`src/rtl/onehot_hold_decoder.sv`:
```
// onehot_hold_decoder: strobed 2-bit channel index -> 3 stretched one-hot lines.
// Each line holds for HOLD cycles after its strobe (retriggerable); EXCL makes
// a strobe cancel the other lines. Illegal index 3 sets a sticky ERR.

// One channel: retriggerable 8-bit hold counter, line is high while non-zero.
module onehot_hold_chan #(
    parameter logic [7:0] HOLD_V = 8'd8
) (
    input  logic CLK,
    input  logic nRST,
    input  logic load,   // restart the hold
    input  logic kill,   // force the hold to zero (clear or exclusive cancel)
    output logic active
);
    logic [7:0] cnt_q, cnt_d;

    // Next count: kill beats load beats saturating decrement.
    always_comb begin
        cnt_d = cnt_q;
        if (kill)
            cnt_d = 8'd0;
        else if (load)
            cnt_d = HOLD_V;
        else if (cnt_q != 8'd0)
            cnt_d = cnt_q - 8'd1;
    end

    // Counter register; reset drops any hold in progress.
    always_ff @(posedge CLK or negedge nRST) begin
        if (!nRST)
            cnt_q <= 8'd0;
        else
            cnt_q <= cnt_d;
    end

    assign active = (cnt_q != 8'd0);
endmodule

module onehot_hold_decoder #(
    parameter int HOLD = 8,
    parameter bit EXCL = 1'b1
) (
    input  logic       CLK,
    input  logic       nRST,
    input  logic       STB,
    input  logic [1:0] Din,
    input  logic       CLR,
    output logic [2:0] Dout,
    output logic       ACT,
    output logic       ERR
);
    localparam int         NUM_LANES = 3;
    localparam logic [7:0] HOLD_V    = HOLD[7:0];

    // Reject hold values the 8-bit counters cannot represent (0 would never assert).
    if ((HOLD < 1) || (HOLD > 255)) begin : g_hold_chk
        $error("onehot_hold_decoder: HOLD=%0d outside 1..255", HOLD);
    end

    logic                 legal_stb;
    logic                 err_q, err_d;
    logic [NUM_LANES-1:0] load, kill;

    assign legal_stb = STB && (Din != 2'd3);

    // Per-lane load/kill decode and hold counter.
    for (genvar i = 0; i < NUM_LANES; i++) begin : g_lane
        assign load[i] = legal_stb && !CLR && (Din == 2'(i));
        assign kill[i] = CLR || (EXCL && legal_stb && (Din != 2'(i)));

        onehot_hold_chan #(.HOLD_V(HOLD_V)) u_chan (
            .CLK    (CLK),
            .nRST   (nRST),
            .load   (load[i]),
            .kill   (kill[i]),
            .active (Dout[i])
        );
    end

    // Sticky error: set by an illegal strobe, cleared only by CLR (which wins).
    always_comb begin
        err_d = err_q;
        if (CLR)
            err_d = 1'b0;
        else if (STB && (Din == 2'd3))
            err_d = 1'b1;
    end

    // Error flag register.
    always_ff @(posedge CLK or negedge nRST) begin
        if (!nRST)
            err_q <= 1'b0;
        else
            err_q <= err_d;
    end

    assign ERR = err_q;
    assign ACT = |Dout;
endmodule

```
`config.mk`:
```
export PLATFORM = sky130hd
export DESIGN_NAME = onehot_hold_decoder
export DESIGN_NICKNAME = d
export VERILOG_FILES = /design/src/rtl/onehot_hold_decoder.sv
export SDC_FILE = /design/constraint.sdc
export NUM_CORES = 1
export LEC_CHECK = 0
export BUFFER_PORTS_ARGS = -buffer_cell sky130_fd_sc_hd__clkbuf_2
export CAP_MARGIN = 5
export CELL_PAD_IN_SITES_DETAIL_PLACEMENT = 0
export CELL_PAD_IN_SITES_GLOBAL_PLACEMENT = 2
export CORE_AREA = 2 2 68 70
export DETAILED_ROUTE_END_ITERATION = 10
export DIE_AREA = 0 0 70 72
export HOLD_SLACK_MARGIN = 0.15
export PLACE_DENSITY = 0.73
export SLEW_MARGIN = 20
export SYNTH_ARGS = -nofsm -noshare
export SYNTH_HDL_FRONTEND = slang
export SYNTH_SLANG_ARGS = --single-unit
```
`constraint.sdc`:
```
create_clock -name CLK -period 2 [get_ports CLK]
set_input_delay 0.4 -clock CLK [delete_from_list [all_inputs] [get_ports CLK]]
set_output_delay 0.4 -clock CLK [all_outputs]
set_load 0.05 [all_outputs]
```
==> run summary, run 1 <==
Fraction of layout cells with a size suffix above 1 - 32.1%
Largest net degree at the start of global routing - 26
Clock Path Buffers - 2
Synth cell count leaders - dfrtp_1, a21oi_1, inv_1, or4_1, o21ai_0
Root buffer cell - clkbuf_8
Global placement routability congestion - 0.747
Net Count, Synth - 176
Input/output buffers - 10
Area leader, netlist - dfrtp_1
RSZ-0062 raised after global routing - yes
Clk pin slew, worst setup/hold paths - 0.09 ns
Tightest Pin Transition - 0.656 ns
Register area share after synthesis - 40.5%
Max-slew violations - 0
Async S/R FF share, synth - 100%
Via count of the routed design - 1397
Initial antenna violation count - 0
Final net count - 206
# hold bufs at CTS - 0
First-pass GRT wire length - 6620 um
CTS buffer count - 3
Final hold vios - 0
Chip width - 70 um
Failing checks - negative setup slack
DRT iter0 DRCs - 36
Core Area - 4260 um2
Count leader, synth - dfrtp_1
#FFs+latches synth - 25
Fin util - 45.5%
Final WL - 3850 um
DRC - 0
Final Setup Violations - 2
# IOs - 11
Ant. Diodes - 0
Worst skew pair latency - 0.27 ns
Critical Path RT - 1.60 ns
Ys Warns - 0
# clock sinks - 25
Reg2reg path depth - 4
Critical-path maximum fanout - 4
Startpoint types - flip-flop
Skew final - 0.00289 ns
Num rows - 24
Initial Util - 36.3%
Crit share post-route - 106%
Htree depth - 1
Vias per Instance - 5.70
Die Height - 72 um
Post-synth top area share - 40.5%
DRT Pass-1 Iters - 5
Synth area leaders - dfrtp_1, ha_1, or4_1, a21oi_1, or3b_2
Kind of critical path - reg -> out
Post-Syn Area per Cell - 9.43 um2
Rel. slew slack - 55.1%
ANT nets after route - 0
Final Critical Period - 2.12 ns
Worst Setup End Kind - output port
Status - complete, but fails checks
Post-synthesis cell count - 164
Synth cell types - 42
Worst Path Arrival - 1.72 ns
Aggregate global-route resource usage - 16.2%
Grt ovf - 0
Max_cap viols - 0
Setup ws final - -0.120 ns
Detail Placement HPWL - 2620 um
Reg2reg setup slack - 0.17 ns
Die area - 5040 um2
Vias in the first global route - 1425
HP Class - in -> async
Final setup TNS - -0.216 ns
Layout area overhead - 25.3%
Max Freq - 472 MHz
Post-synth EDFFs - 0
WL/cell - 15.7 um
Post-synth top flop - dfrtp_1
TritonCTS clock tree - built
Mapped cell area - 1550 um2
## stage by stage
step	hold WS, ns	setup slack (ns)	cells	cell area (um2)
after global placement	0.465	0.134	228	1740
after floorplan	0.104	-0.00101	164	1600
final	0.137	-0.120	245	1940
after CTS	0.157	-0.120	239	1870
after global routing	0.186	-0.197	245	1940
after detailed placement	0.462	0.0345	228	1740
## flip-flops by register name, indices dropped and copies added (netlist names)
register and flops:
ERR 1, g_lane.u_chan.cnt_q 24
## path summary, 6_finish.rpt
path | end | from
max | ACT | g_lane[1].u_chan.cnt_q[5]$_DFFE_PN0P_
min | g_lane[1].u_chan.cnt_q[7]$_DFFE_PN0P_ | nRST
max reg2reg | g_lane[1].u_chan.cnt_q[6]$_DFFE_PN0P_ | g_lane[1].u_chan.cnt_q[5]$_DFFE_PN0P_
min reg2reg | ERR$_DFFE_PN0P_ | ERR$_DFFE_PN0P_
max in group asynchronous | g_lane[1].u_chan.cnt_q[4]$_DFFE_PN0P_ | nRST
min in group CLK | g_lane[2].u_chan.cnt_q[3]$_DFFE_PN0P_ | STB
## cells by family (layout without fill, tap and decap cells)
group	count (synthesis)	in the layout	synth area share, %
xor gates and xnor gates	2	2	1.13
and+or+nand+nor	62	62	26.1
buffers and inverters	21	50	5.99
muxes	5	5	3.24
adders and majority gates	6	6	4.85
DFF	25	25	40.5
AOI/OAI and AO/OA	43	43	18.3
## critical path, stage by stage (launching register included)
cell	delay (ns)
dfrtp_1	0.42
or4_4	0.56
nor2_4	0.14
nand4_1	0.12
clkbuf_8	0.20
## area by class of cell
type / count / area [um2]
Tap cell: 52 / 65.1
Sequential cell: 25 / 626
Multi-Input combinational cell: 118 / 897
Inverter: 12 / 45.0
Fill cell: 414 / 2330
Clock buffer: 4 / 45.0
Timing Repair Buffer: 34 / 260
## timing repair
action / CTS / global route
gates resized for setup: 12 / 7
pin swaps: 2 / 0
setup buffers: 7 / 6
setup endpoints to repair: 4 / 4
hold endpoints to repair: 0 / 0
## metal layers
metal  GRT usage (%)  part of all wire, %  vias up
met5               0                    0        -
met4            6.41                  2.3        0
met3            2.64                  2.4       13
met2            28.3                   50       25
met1            20.3                   45      683
li1                -                    -      676
## placed cells by master, fill, tap and decap left out, drive strengths merged
cell type  Yosys  routed
a2111o         1       1
a2111oi        1       1
a211o          2       2
a211oi         5       5
a21bo          1       1
a21boi         1       1
a21oi         14      14
a221oi         1       1
a31oi          1       1
and2           1       1
and4b          1       1
buf            5      26
clkbuf         4      12
dfrtp         25      25
ha             6       6
inv           12      12
mux2i          5       5
nand2          3       3
nand2b         2       2
nand3          6       6
nand3b         6       6
nand4          1       1
nor2           5       5
nor2b          3       3
nor3           5       5
nor3b          4       4
nor4           3       3
nor4b          1       1
o211ai         2       2
o21ai          8       8
o22ai          1       1
o31a           3       3
o31ai          1       1
o41ai          1       1
or2            1       1
or3            3       3
or3b           7       7
or4           10      10
xnor2          1       1
xor2           1       1
Power of run 1 is left out: the tool's default activity adds up to more than one toggle a clock period on the data nets, which glitch-free logic cannot reach.
==> run 2, diff against run 1 <==
- ABC_AREA: default -> 1
- CORE_AREA: 2 2 68 70 -> 2 2 71 73
- DIE_AREA: 0 0 70 72 -> 0 0 73 75
- PLACE_DENSITY: 0.73 -> 0.74
==> run summary, run 2 <==
Status - finished, final reports clean
Grt ovf - 0 (unchanged)
Die Height - 75 um (+4.2%)
Initial antenna violation count - 0 (unchanged)
Async S/R FF share, synth - 100% (unchanged)
Kind of critical path - reg -> out
Count leader, synth - nand2_1
CP max-delay cell - dfrtp_1
WP buf/inv - 3 (+2)
Post-synth top area share - 40.2% (-0.26 points)
Cell area after layout - 1710 um2 (-12%)
Critical Path Start - g_lane[1].u_chan.cnt_q[0]$_DFFE_PN0P_
Clk pin slew, worst setup/hold paths - 0.08 ns (about the same)
Placed cell count - 276 (+21%)
Post-synthesis cell count - 215 (+31%)
Commonest non-fill, non-tap cell in the layout - nand2_1
HP Class - in -> async
Post-synth EDFFs - 0 (unchanged)
Critical Path RT - 1.60 ns (about the same)
First-pass GRT wire length - 5830 um (-12%)
Post-synth top flop - dfrtp_1
Ys Warns - 0 (unchanged)
Tightest Pin Transition - 0.651 ns (-0.00511 ns)
Fill cells - 496 (+20%)
Clock Path Buffers - 2 (unchanged)
Synth cell types - 21 (-50%)
Skew final - 0.00354 ns (+0.000650 ns)
Final Critical Period - 1.90 ns (-0.225 ns)
Htree depth - 1 (unchanged)
DRT Pass-1 Iters - 4 (-1)
Aggregate global-route resource usage - 13.6% (-2.7 points)
Register area share after synthesis - 40.2% (-0.26 points)
Most frequent cells in the layout - nand2_1, inv_1, nor2_1, dfrtp_1, nand3_1
Fraction of layout cells with a size suffix above 1 - 13.3% (-19 points)
Largest reg by FF count - g_lane.u_chan.cnt_q
Final WL - 3350 um (-13%)
Synth cell count leaders - nand2_1, inv_1, nor2_1, dfrtp_1, nand3_1
DRT iter0 DRCs - 62 (+72%)
Initial Util - 33.4% (-2.9 points)
Die area - 5480 um2 (+8.6%)
# Post-CTS Setup Buffers - 0 (-7)
Synth area leaders - dfrtp_1, nand2_1, inv_1, nand3_1, nor2_1
Startpoint types - flip-flop
Largest net degree at the start of global routing - 26 (unchanged)
Core Area - 4660 um2 (+9.3%)
Worst skew pair latency - 0.27 ns (about the same)
RSZ-0062 raised after global routing - no
Ant. Diodes - 0 (unchanged)
Final net count - 239 (+16%)
Input/output buffers - 10 (unchanged)
Vias per Instance - 4.78 (-16%)
Detail Placement HPWL - 2570 um (-2.1%)
Post-Layout Cell Count - 280 (+14%)
Max-slew violations - 0 (unchanged)
Reg2Reg Launch Point - g_lane[1].u_chan.cnt_q[0]$_DFFE_PN0P_
Post-Syn Area per Cell - 7.24 um2 (-23%)
Worst Setup End Kind - output port
ANT nets after route - 0 (unchanged)
Crit path cell chain - inv_2 -> ha_1 -> nand3_1 -> nor2_4 -> inv_1 -> clkbuf_2
Max reg flops - 24 (unchanged)
Final hold vios - 0 (unchanged)
Root buffer cell - clkbuf_8
Max incr delay on CP - 0.38 ns (-0.18 ns)
Num rows - 25 (+4.2%)
TritonCTS clock tree - built
Global placement routability congestion - 0.814 (+9.1%)
Net Count, Synth - 227 (+29%)
Hold_ws - 0.146 ns (+0.00914 ns)
Post-DP Area - 1650 um2 (-5.3%)
CTS buffer count - 3 (unchanged)
# clock sinks - 25 (unchanged)
WL/cell - 12.0 um (-24%)
Layout area overhead - 9.89%
Final setup TNS - 0 ns (+0.216 ns)
Rel. slew slack - 56.6% (+1.5 points)
CP top delay family - buffers and inverters
Max_cap viols - 0 (unchanged)
Crit share post-route - 94.8% (-11 points)
Max Freq - 528 MHz (+12%)
Chip width - 73 um (+4.3%)
Worst Path Arrival - 1.50 ns (-0.22 ns)
Final Setup Violations - 0 (-2)
Mapped cell area - 1560 um2 (+0.65%)
# IOs - 11 (unchanged)
# hold bufs at CTS - 0 (unchanged)
DRC - 0 (unchanged)
Vias in the first global route - 1337 (-6.2%)
Via count of the routed design - 1338 (-4.2%)
Area leader, netlist - dfrtp_1
Critical-path maximum fanout - 7 (+3)
#FFs+latches synth - 25 (unchanged)
run 2: changes by cell type in the layout (fill, tap and decap cells not counted), moves of 4 or more:
cell / change
a211oi_1: -5
buf_4: -23
inv_1: +25
mux2i_1: -5
nand2_1: +44
nand3_1: +19
nand3b_1: -4
nand4_1: +6
nor2_1: +24
nor2_4: +5
or3b_2: -6
or4_1: -9
run 2: metal layers:
metal	track usage, %	vias up	part of all wire (%)
met5	0	-	0
met4	4.12	0	1.3
met3	3.21	4	3.1
met2	23.6	18	49
met1	16.8	613	46
li1	-	703	-
run 2: worst register-to-register path, cell delays in order (launching register included):
cell,delay [ns]
dfrtp_1,0.38
inv_2,0.10
ha_1,0.16
nand3_1,0.12
nor2_4,0.16
nand2_1,0.14
inv_1,0.16
nor2_1,0.07
run 2: kinds of logic after synthesis:
| group | synth area share [%] |
|---|---|
| flops | 40.2 |
| simple gates | 36.1 |
| fa+ha+maj | 4.82 |
| compound gates | 8.28 |
| buf+inv | 10.6 |
run 2: through the flow:
step | worst slack [ns] | util (%)
floorplan | 0.273 | -
global placement | 0.316 | 35.4
detailed placement | 0.275 | 35.4
CTS | 0.00348 | 36.5
global route | 0.000693 | 36.7
finish | 0.105 | 36.7
run 2: path summary, 6_finish.rpt:
kind                                                              end  slack, ns  cells past startpoint
worst max register to register  g_lane[1].u_chan.cnt_q[4]$_DFFE_PN0P_       0.61                      7
max in group asynchronous       g_lane[1].u_chan.cnt_q[0]$_DFFE_PN0P_       1.44                      1
worst min-delay path            g_lane[1].u_chan.cnt_q[7]$_DFFE_PN0P_       0.15                      1
min in group CLK                g_lane[2].u_chan.cnt_q[3]$_DFFE_PN0P_       0.49                      4
worst min register to register                        ERR$_DFFE_PN0P_       0.50                      1
worst max-delay path                                          Dout[1]       0.10                      6
run 2: cell type report:
class                      instances  area [um2]  share of cell area [%]
multi-input combinational        151         773                    45.2
sequential                        25         626                    36.6
inverter                          35         131                    7.68
tap                               54        67.6                    3.95
timing repair buffer              11        66.3                    3.88
clock buffer                       3        41.3                    2.41
clock inverter                     1        5.00                   0.293
run 2: timing repair:
item | CTS | global route
resized for setup | 2 | 11
pin swaps | 0 | 2
setup endpoints to repair | 2 | 4
Power of run 2 is left out for the same reason.
